### config.mk
export PLATFORM = sky130hd
export DESIGN_NAME = fpu_arbiter
export DESIGN_NICKNAME = d
export VERILOG_FILES = /design/src/rtl/fpu_arbiter_pkg.sv /design/src/rtl/fpu_arbiter_rr_arbiter_2.sv /design/src/rtl/fpu_arbiter.sv
export SDC_FILE = /design/constraint.sdc
export NUM_CORES = 1
export LEC_CHECK = 0
export BUFFER_PORTS_ARGS = -buffer_cell sky130_fd_sc_hd__buf_4
export CAP_MARGIN = 25
export CORE_UTILIZATION = 44
export CTS_CLUSTER_SIZE = 14
export DETAILED_ROUTE_END_ITERATION = 6
export PLACE_DENSITY = 0.77
export SLEW_MARGIN = 20
export SYNTH_ARGS = -nofsm -noshare
export SYNTH_HDL_FRONTEND = slang
export SYNTH_SLANG_ARGS = --single-unit
### constraint.sdc
create_clock -name clk -period 4.3 [get_ports clk]
set_clock_uncertainty 0.1 [all_clocks]
set_input_delay 0.43 -clock clk [delete_from_list [all_inputs] [get_ports clk]]
set_output_delay 0.43 -clock clk [all_outputs]
set_load 0.02 [all_outputs]
### src/rtl/fpu_arbiter_pkg.sv
`default_nettype none
// ============================================================================
// fpu_arbiter_pkg : FPU op encodings, arbiter state codes, round-robin helper
// Rev 1.0
// ============================================================================
package fpu_arbiter_pkg;

    localparam logic [1:0] FPU_ADD  = 2'b00;
    localparam logic [1:0] FPU_SUB  = 2'b01;
    localparam logic [1:0] FPU_MUL  = 2'b10;
    localparam logic [1:0] FPU_SQRT = 2'b11;

    localparam logic [1:0] FPU_ARB_IDLE = 2'd0;
    localparam logic [1:0] FPU_ARB_EXEC = 2'd1;
    localparam logic [1:0] FPU_ARB_RESP = 2'd2;

    // pointer = 0 favours requester 0 when both are asking
    function automatic logic [1:0] rr_pick(input logic [1:0] req, input logic pointer);
        logic [1:0] grant;
        if (req == 2'b11) begin
            grant = pointer ? 2'b10 : 2'b01;
        end else begin
            grant = req;
        end
        return grant;
    endfunction

endpackage
`default_nettype wire

### src/rtl/fpu_arbiter_rr_arbiter_2.sv
`default_nettype none
// ============================================================================
// rr_arbiter_2 : two-way round-robin grant with a registered priority pointer
// Rev 1.0
// ============================================================================
module rr_arbiter_2
    import fpu_arbiter_pkg::*;
(
    input  logic       clk,
    input  logic       reset,
    input  logic [1:0] req,
    input  logic       advance,
    output logic [1:0] grant
);

    logic r_pointer;

    always_comb begin
        grant = rr_pick(req, r_pointer);
    end

    // After a grant the pointer moves to the requester that lost
    always_ff @(posedge clk or negedge reset) begin
        if (!reset) begin
            r_pointer <= 1'b0;
        end else if (advance && (grant != 2'b00)) begin
            r_pointer <= grant[0];
        end
    end

endmodule
`default_nettype wire

### src/rtl/fpu_arbiter.sv
`default_nettype none
// ============================================================================
// fpu_arbiter : two-requester sequencer in front of a shared Fixed_Point_Unit
// Rev 1.0
// ============================================================================
module fpu_arbiter
    import fpu_arbiter_pkg::*;
#(
    parameter int WIDTH   = 32,
    parameter int TIMEOUT = 64
)
(
    input  logic             clk,
    input  logic             reset,
    input  logic             req0_valid,
    output logic             req0_ready,
    input  logic [1:0]       req0_op,
    input  logic [WIDTH-1:0] req0_a,
    input  logic [WIDTH-1:0] req0_b,
    input  logic             req1_valid,
    output logic             req1_ready,
    input  logic [1:0]       req1_op,
    input  logic [WIDTH-1:0] req1_a,
    input  logic [WIDTH-1:0] req1_b,
    output logic             rsp_valid,
    input  logic             rsp_ready,
    output logic             rsp_id,
    output logic [WIDTH-1:0] rsp_result,
    output logic             rsp_error,
    output logic [WIDTH-1:0] fpu_operand_1,
    output logic [WIDTH-1:0] fpu_operand_2,
    output logic [1:0]       fpu_operation,
    input  logic [WIDTH-1:0] fpu_result,
    input  logic             fpu_ready,
    output logic             busy
);

    localparam logic [7:0] c_timer_last = 8'(TIMEOUT - 1);

    logic [1:0]       r_state;
    logic [1:0]       r_op;
    logic [WIDTH-1:0] r_a;
    logic [WIDTH-1:0] r_b;
    logic             r_id;
    logic [7:0]       r_timer;
    logic [WIDTH-1:0] r_result;
    logic             r_error;

    logic [1:0]       w_grant;
    logic             w_idle;
    logic             w_accept;

    assign w_idle   = (r_state == FPU_ARB_IDLE);
    assign w_accept = w_idle && (w_grant != 2'b00);

    rr_arbiter_2 u_rr (
        .clk     (clk),
        .reset   (reset),
        .req     ({req1_valid, req0_valid}),
        .advance (w_accept),
        .grant   (w_grant)
    );

    assign req0_ready = w_idle && w_grant[0];
    assign req1_ready = w_idle && w_grant[1];

    // Forcing ADD outside EXEC gives the FPU one edge to drop its MUL/SQRT stage state
    assign fpu_operation = (r_state == FPU_ARB_EXEC) ? r_op : FPU_ADD;
    assign fpu_operand_1 = r_a;
    assign fpu_operand_2 = r_b;

    assign rsp_valid  = (r_state == FPU_ARB_RESP);
    assign rsp_id     = r_id;
    assign rsp_result = r_result;
    assign rsp_error  = r_error;
    assign busy       = !w_idle;

    always_ff @(posedge clk or negedge reset) begin
        if (!reset) begin
            r_state  <= FPU_ARB_IDLE;
            r_op     <= FPU_ADD;
            r_a      <= '0;
            r_b      <= '0;
            r_id     <= 1'b0;
            r_timer  <= 8'd0;
            r_result <= '0;
            r_error  <= 1'b0;
        end else begin
            case (r_state)
                FPU_ARB_IDLE: begin
                    if (w_accept) begin
                        r_op    <= w_grant[1] ? req1_op : req0_op;
                        r_a     <= w_grant[1] ? req1_a  : req0_a;
                        r_b     <= w_grant[1] ? req1_b  : req0_b;
                        r_id    <= w_grant[1];
                        r_state <= FPU_ARB_EXEC;
                    end
                end
                FPU_ARB_EXEC: begin
                    r_timer <= r_timer + 8'd1;
                    if (fpu_ready) begin
                        r_result <= fpu_result;
                        r_error  <= 1'b0;
                        r_state  <= FPU_ARB_RESP;
                    end else if (r_timer == c_timer_last) begin
                        r_result <= '0;
                        r_error  <= 1'b1;
                        r_state  <= FPU_ARB_RESP;
                    end
                end
                FPU_ARB_RESP: begin
                    if (rsp_ready) begin
                        r_timer <= 8'd0;
                        r_state <= FPU_ARB_IDLE;
                    end
                end
                default: begin
                    r_state <= FPU_ARB_IDLE;
                end
            endcase
        end
    end

endmodule
`default_nettype wire

==> Word level (Yosys, flattened, before mapping) <==
Cells that the tools add are included.
{ "op_classes": {"n_eq_ne": 7, "addsub": 1, "n_mux": 17, "n_reduce_logical": 13} }
{ "op_table": {"columns": ["op", "count"], "rows": [
  ["32-bit 2-to-1 mux", 4],
  ["2-bit 2-to-1 mux", 8],
  ["8-bit one-hot mux with 2 select lines", 1],
  ["8-bit by 1-bit adder with 8-bit output (second input constant)", 1],
  ["8-bit by 6-bit equality test with 1-bit output (second input constant)", 1],
  ["8-bit 2-to-1 mux", 1],
  ["2-bit one-hot mux with 3 select lines", 1],
  ["2-bit AND reduction", 3],
  ["2-bit nonzero test", 3],
  ["2-bit equality test (second input constant)", 2],
  ["1-bit logical AND", 4],
  ["2-bit by 1-bit != test with 1-bit output (second input constant)", 2],
  ["3-bit by 2-bit != test with 1-bit output (second input constant)", 1],
  ["3-bit AND reduction", 1],
  ["2-bit by 1-bit equality test with 1-bit output (second input constant)", 1],
  ["2-bit logical NOT", 1],
  ["1-bit 2-to-1 mux", 2],
  ["1-bit logical NOT", 1]
]} }
{ "totals": {"register_bits": 111, "input_bits": 170, "output_inout_bits": 104} }

==> Depth between registers and ports, before layout <==
{ "depth": {"depth_word": 6, "depth_mapped": 8} }

==> Hierarchy <==
From an unflattened synthesis, not the netlist that was laid out.
{ "unflattened": {"hier_cells": 428, "area_unflattened_um2": 5596.6} }
{ "modules_own_cells": {"columns": ["module", "cells_per_inst", "n_inst", "area_each_um2"], "rows": [
  ["fpu_arbiter", 422, 1, 5541.6],
  ["rr_arbiter_2", 6, 1, 55.1]
]} }

==> Least setup slack after synthesis <==
Ideal clock, no wire load.
{ "synth_timing": {"path_kind": "register to output", "from": "register r_state[1]", "to": "output port req0_ready", "arrival_ns": 1.424, "path_stages_with_launch": 5, "slack_ns": 2.346, "cell_sequence": "dfrtp_1 -> nor2_1 -> clkbuf_1 -> nand2_1 -> a21oi_1"} }
{ "synth_via": {"elab_chain_cells": 2} }
{ "synth_lines": {"columns": ["item", "line", "text"], "rows": [
  ["start, declared", "fpu_arbiter.sv:40", "logic [1:0] r_state;"],
  ["start signal, assigned", "fpu_arbiter.sv:80", "r_state <= FPU_ARB_IDLE;"],
  ["start signal, assigned", "fpu_arbiter.sv:96", "r_state <= FPU_ARB_EXEC;"],
  ["start signal, assigned", "fpu_arbiter.sv:104", "r_state <= FPU_ARB_RESP;"],
  ["2-bit logical NOT", "fpu_arbiter.sv:53", "assign w_idle = (r_state == FPU_ARB_IDLE);"],
  ["1-bit logical AND", "fpu_arbiter.sv:64", "assign req0_ready = w_idle && w_grant[0];"],
  ["end, declared", "fpu_arbiter.sv:16", "output logic req0_ready,"]
]} }
Every way passes these cells.

==> Worst setup path after layout <==
{ "layout_timing": {"from": "register r_state[1]", "to": "register r_b[4] (netlist: fpu_operand_2[4])"} }
{ "layout_via": {"elab_chain_cells": 3} }
{ "layout_lines": {"columns": ["item", "line", "text"], "rows": [
  ["2-bit logical NOT (*)", "fpu_arbiter.sv:53, fpu_arbiter.sv:89", null],
  ["1-bit logical AND", "fpu_arbiter.sv:54", "assign w_accept = w_idle && (w_grant != 2'b00);"],
  ["2-bit AND reduction (no source line) (*)", null, null],
  ["end signal, assigned", "fpu_arbiter.sv:94", "r_b <= w_grant[1] ? req1_b : req0_b;"],
  ["end, declared", "fpu_arbiter.sv:43", "logic [WIDTH-1:0] r_b;"]
]} }
Every way passes the cells marked *; elsewhere a longest branch is shown, timed or not.
A chain may end at the register's enable or synchronous reset.

==> impl_metrics.yaml <==
floorplanning:
  die_area_sq_um: 13100
  core_sq_um: 12200
  fp-row-count: 40
  ios: 274
  die_w_microns: 114
  start_util: 0.457
  die_h_microns: 114
critical_path:
  crit_required_ns: 4.41
  critical_path.max_fanout: 36
  crit_path_end_kind: "flop"
  r2r_slack_ns: 1.68
  worstRegToRegCells: 4
  worstReg2RegEnd: "fpu_operand_2[4]"
  worst_ep_arrival_time_ns: 2.74
  crit_type: "flop to flop"
  rr_startpoint: "r_state[1]"
  crit_path_start_kind: "flop"
clock_tree:
  cts.clk_slew.worst_paths_ns: 0.07
  clk_path_buf_depth: 2
  cts_resized: 0
  numCtsBuffers: 9
  insertion_delay_ns: 0.34
  cts.htree.levels: 3
  ctsRootBufferMaster: "clkbuf_16"
  cts_num_sinks: 111
  cts_hold_buffers: 0
  post_cts_buffers: 0
  cts_tree: "built"
hold_path:
  min_path_type: "input pin to asynchronous set/reset pin"
logic_synthesis:
  avgSynthCellArea_sq_um: 9.33
  synth-seq-area-share: 0.499
  yosysTopAreaCell: "dfrtp_1"
  ys_seq_elements: 111
  syn_area_sq_um: 5560
  synth_warnings: 0
  synth_area_leaders: "dfrtp_1 (50%), o21ai_0 (8.7%), a31oi_2 (6.7%)"
  syn_inst: 596
  syn_nets: 767
  synthFlopType: "dfrtp_1"
  synth_top_area_frac: 0.499
  synth.distinct_cells: 40
  synth_edf_count: 0
  async_flop_share: 1.00
detailed_routing:
  drc: 0
  routedWlPerCell_microns: 17.6
  viasPerCell: 5.65
  ant_nets: 0
  drtIter0Drc: 407
  drtPass1Iterations: 5
  via_count: 5656
  routed_wl_microns: 17700
timing:
  finalSetupViolCount: 0
  tns_ns: 0
  maxSlewViolCount: 0
  post-route-period-util: 0.610
  slew_headroom: 0.377
  max_clock_freq_mhz: 381
  layout_min_cycle_time_ns: 2.62
  rsz0062_at_grt: "false"
  hold_violations: 0
  holdWs_ns: 0.0941
  worst_slack_ns: 1.68
  tightest_slew_ns: 0.935
placed_design:
  port_buffers: 273
  place_ws_ns: 1.53
  hpwl_microns: 12400
  place_congestion: 0.820
cells_and_area:
  most-common-layout-cells: "buf_4 (282), dfrtp_1 (111), o21ai_0 (97), a21oi_1 (71), nand3_1 (67)"
  areaGrowthSynthToFinish_pct: 43.7
  layout.nets: 999
  post-route-util: 0.657
  mostFrequentLayoutCell: "buf_4"
  layout-drive-gt1-share: 0.408
  multiInputGateArea_sq_um: 2390
  seq_area_sq_um: 2780
  fillers: 1009
  antenna_cells: 0
global_routing:
  grt_pass1_vias: 5295
  grt_usage: 0.266
  overflow: 0
  grt_pass1_wl_microns: 27200
  grt_max_degree: 71
  antenna_found_initial: 0
flow_run:
  maxCapViolCount: 0
power_and_ir_drop:
  p_total_mw: 5.88
  power.density_nw_per_um2: 736
  ir_drop_mv: 0.403
  leakage_nw: 3.64
status:
  status: "complete, no violations"
Yosys cell counts (all sizes together) (2+ instances only):
| master | count |
|---|---|
| nor3 | 2 |
| a21oi | 71 |
| and2 | 3 |
| nand2b | 4 |
| inv | 35 |
| nor2b | 3 |
| a31oi | 68 |
| a22oi | 33 |
| mux2i | 2 |
| o21ai | 98 |
| nor2 | 2 |
| and4b | 2 |
| o21bai | 2 |
| nand2 | 8 |
| nand3 | 67 |
| and3b | 2 |
| buf | 10 |
| clkbuf | 55 |
| dfrtp | 111 |
| and3 | 2 |
through the flow:
stage,area (sq um),cells
2_1_floorplan,5560,596
3_3_place_gp,7630,981
3_5_place_dp,7710,985
4_1_cts,7990,1001
5_1_grt,7990,1001
6_report,7990,1001
flip-flops by register name (all words and copies together) (netlist names):
register,count
u_rr.r_pointer,1
fpu_operand_1,32
rsp_id,1
r_state,2
rsp_result,32
r_op,2
r_timer,8
fpu_operand_2,32
rsp_error,1
layout make-up:
class,instances,area share
Sequential cell,111,0.348
Multi-Input combinational cell,385,0.300
Timing Repair Buffer,286,0.275
Clock buffer,9,0.0282
Tap cell,168,0.0263
Inverter,35,0.0164
Clock inverter,7,0.00689
cell families after synthesis:
logic type / count (synthesis) / synth area share
DFF: 111 / 0.499
buffers and inverters: 100 / 0.0742
and+or+nand+nor: 100 / 0.0963
adders and majority gates: 1 / 0.00225
muxes: 3 / 0.00562
AOI/OAI and AO/OA: 281 / 0.322
worst max-delay path, cell delays in order (launching register included):
cell and delay (ns):
dfrtp_1 0.52, nor2_4 0.55, and2_2 0.76, buf_4 0.42, a31oi_2 0.13
metal layers:
layer / part of all wire / track usage / vias to the layer above
li1: - / - / 2652
met1: 0.40 / 0.329 / 2699
met2: 0.49 / 0.448 / 274
met3: 0.079 / 0.0683 / 31
met4: 0.025 / 0.100 / 0
met5: 0 / 0 / -
power breakdown:
part | internal (mW) | switching (mW)
Combinational | 1.32 | 1.80
Clock | 0.399 | 0.398
Sequential | 1.56 | 0.399
Total | 3.29 | 2.60
worst max-delay path by stage:
stage                     cells after the start  slack (ns)                 to  startpoint
after floorplan                               4        2.35         req0_ready  r_state[1]
after global placement                        6        1.59   fpu_operand_2[7]  req0_valid
after detailed placement                      6        1.53  fpu_operand_2[29]  req0_valid
after CTS                                     4        1.68   fpu_operand_2[4]  r_state[1]
after global routing                          4        1.49   fpu_operand_2[4]  r_state[1]
final                                         4        1.68   fpu_operand_2[4]  r_state[1]
No activity file was read; power rests on OpenSTA's default activity.
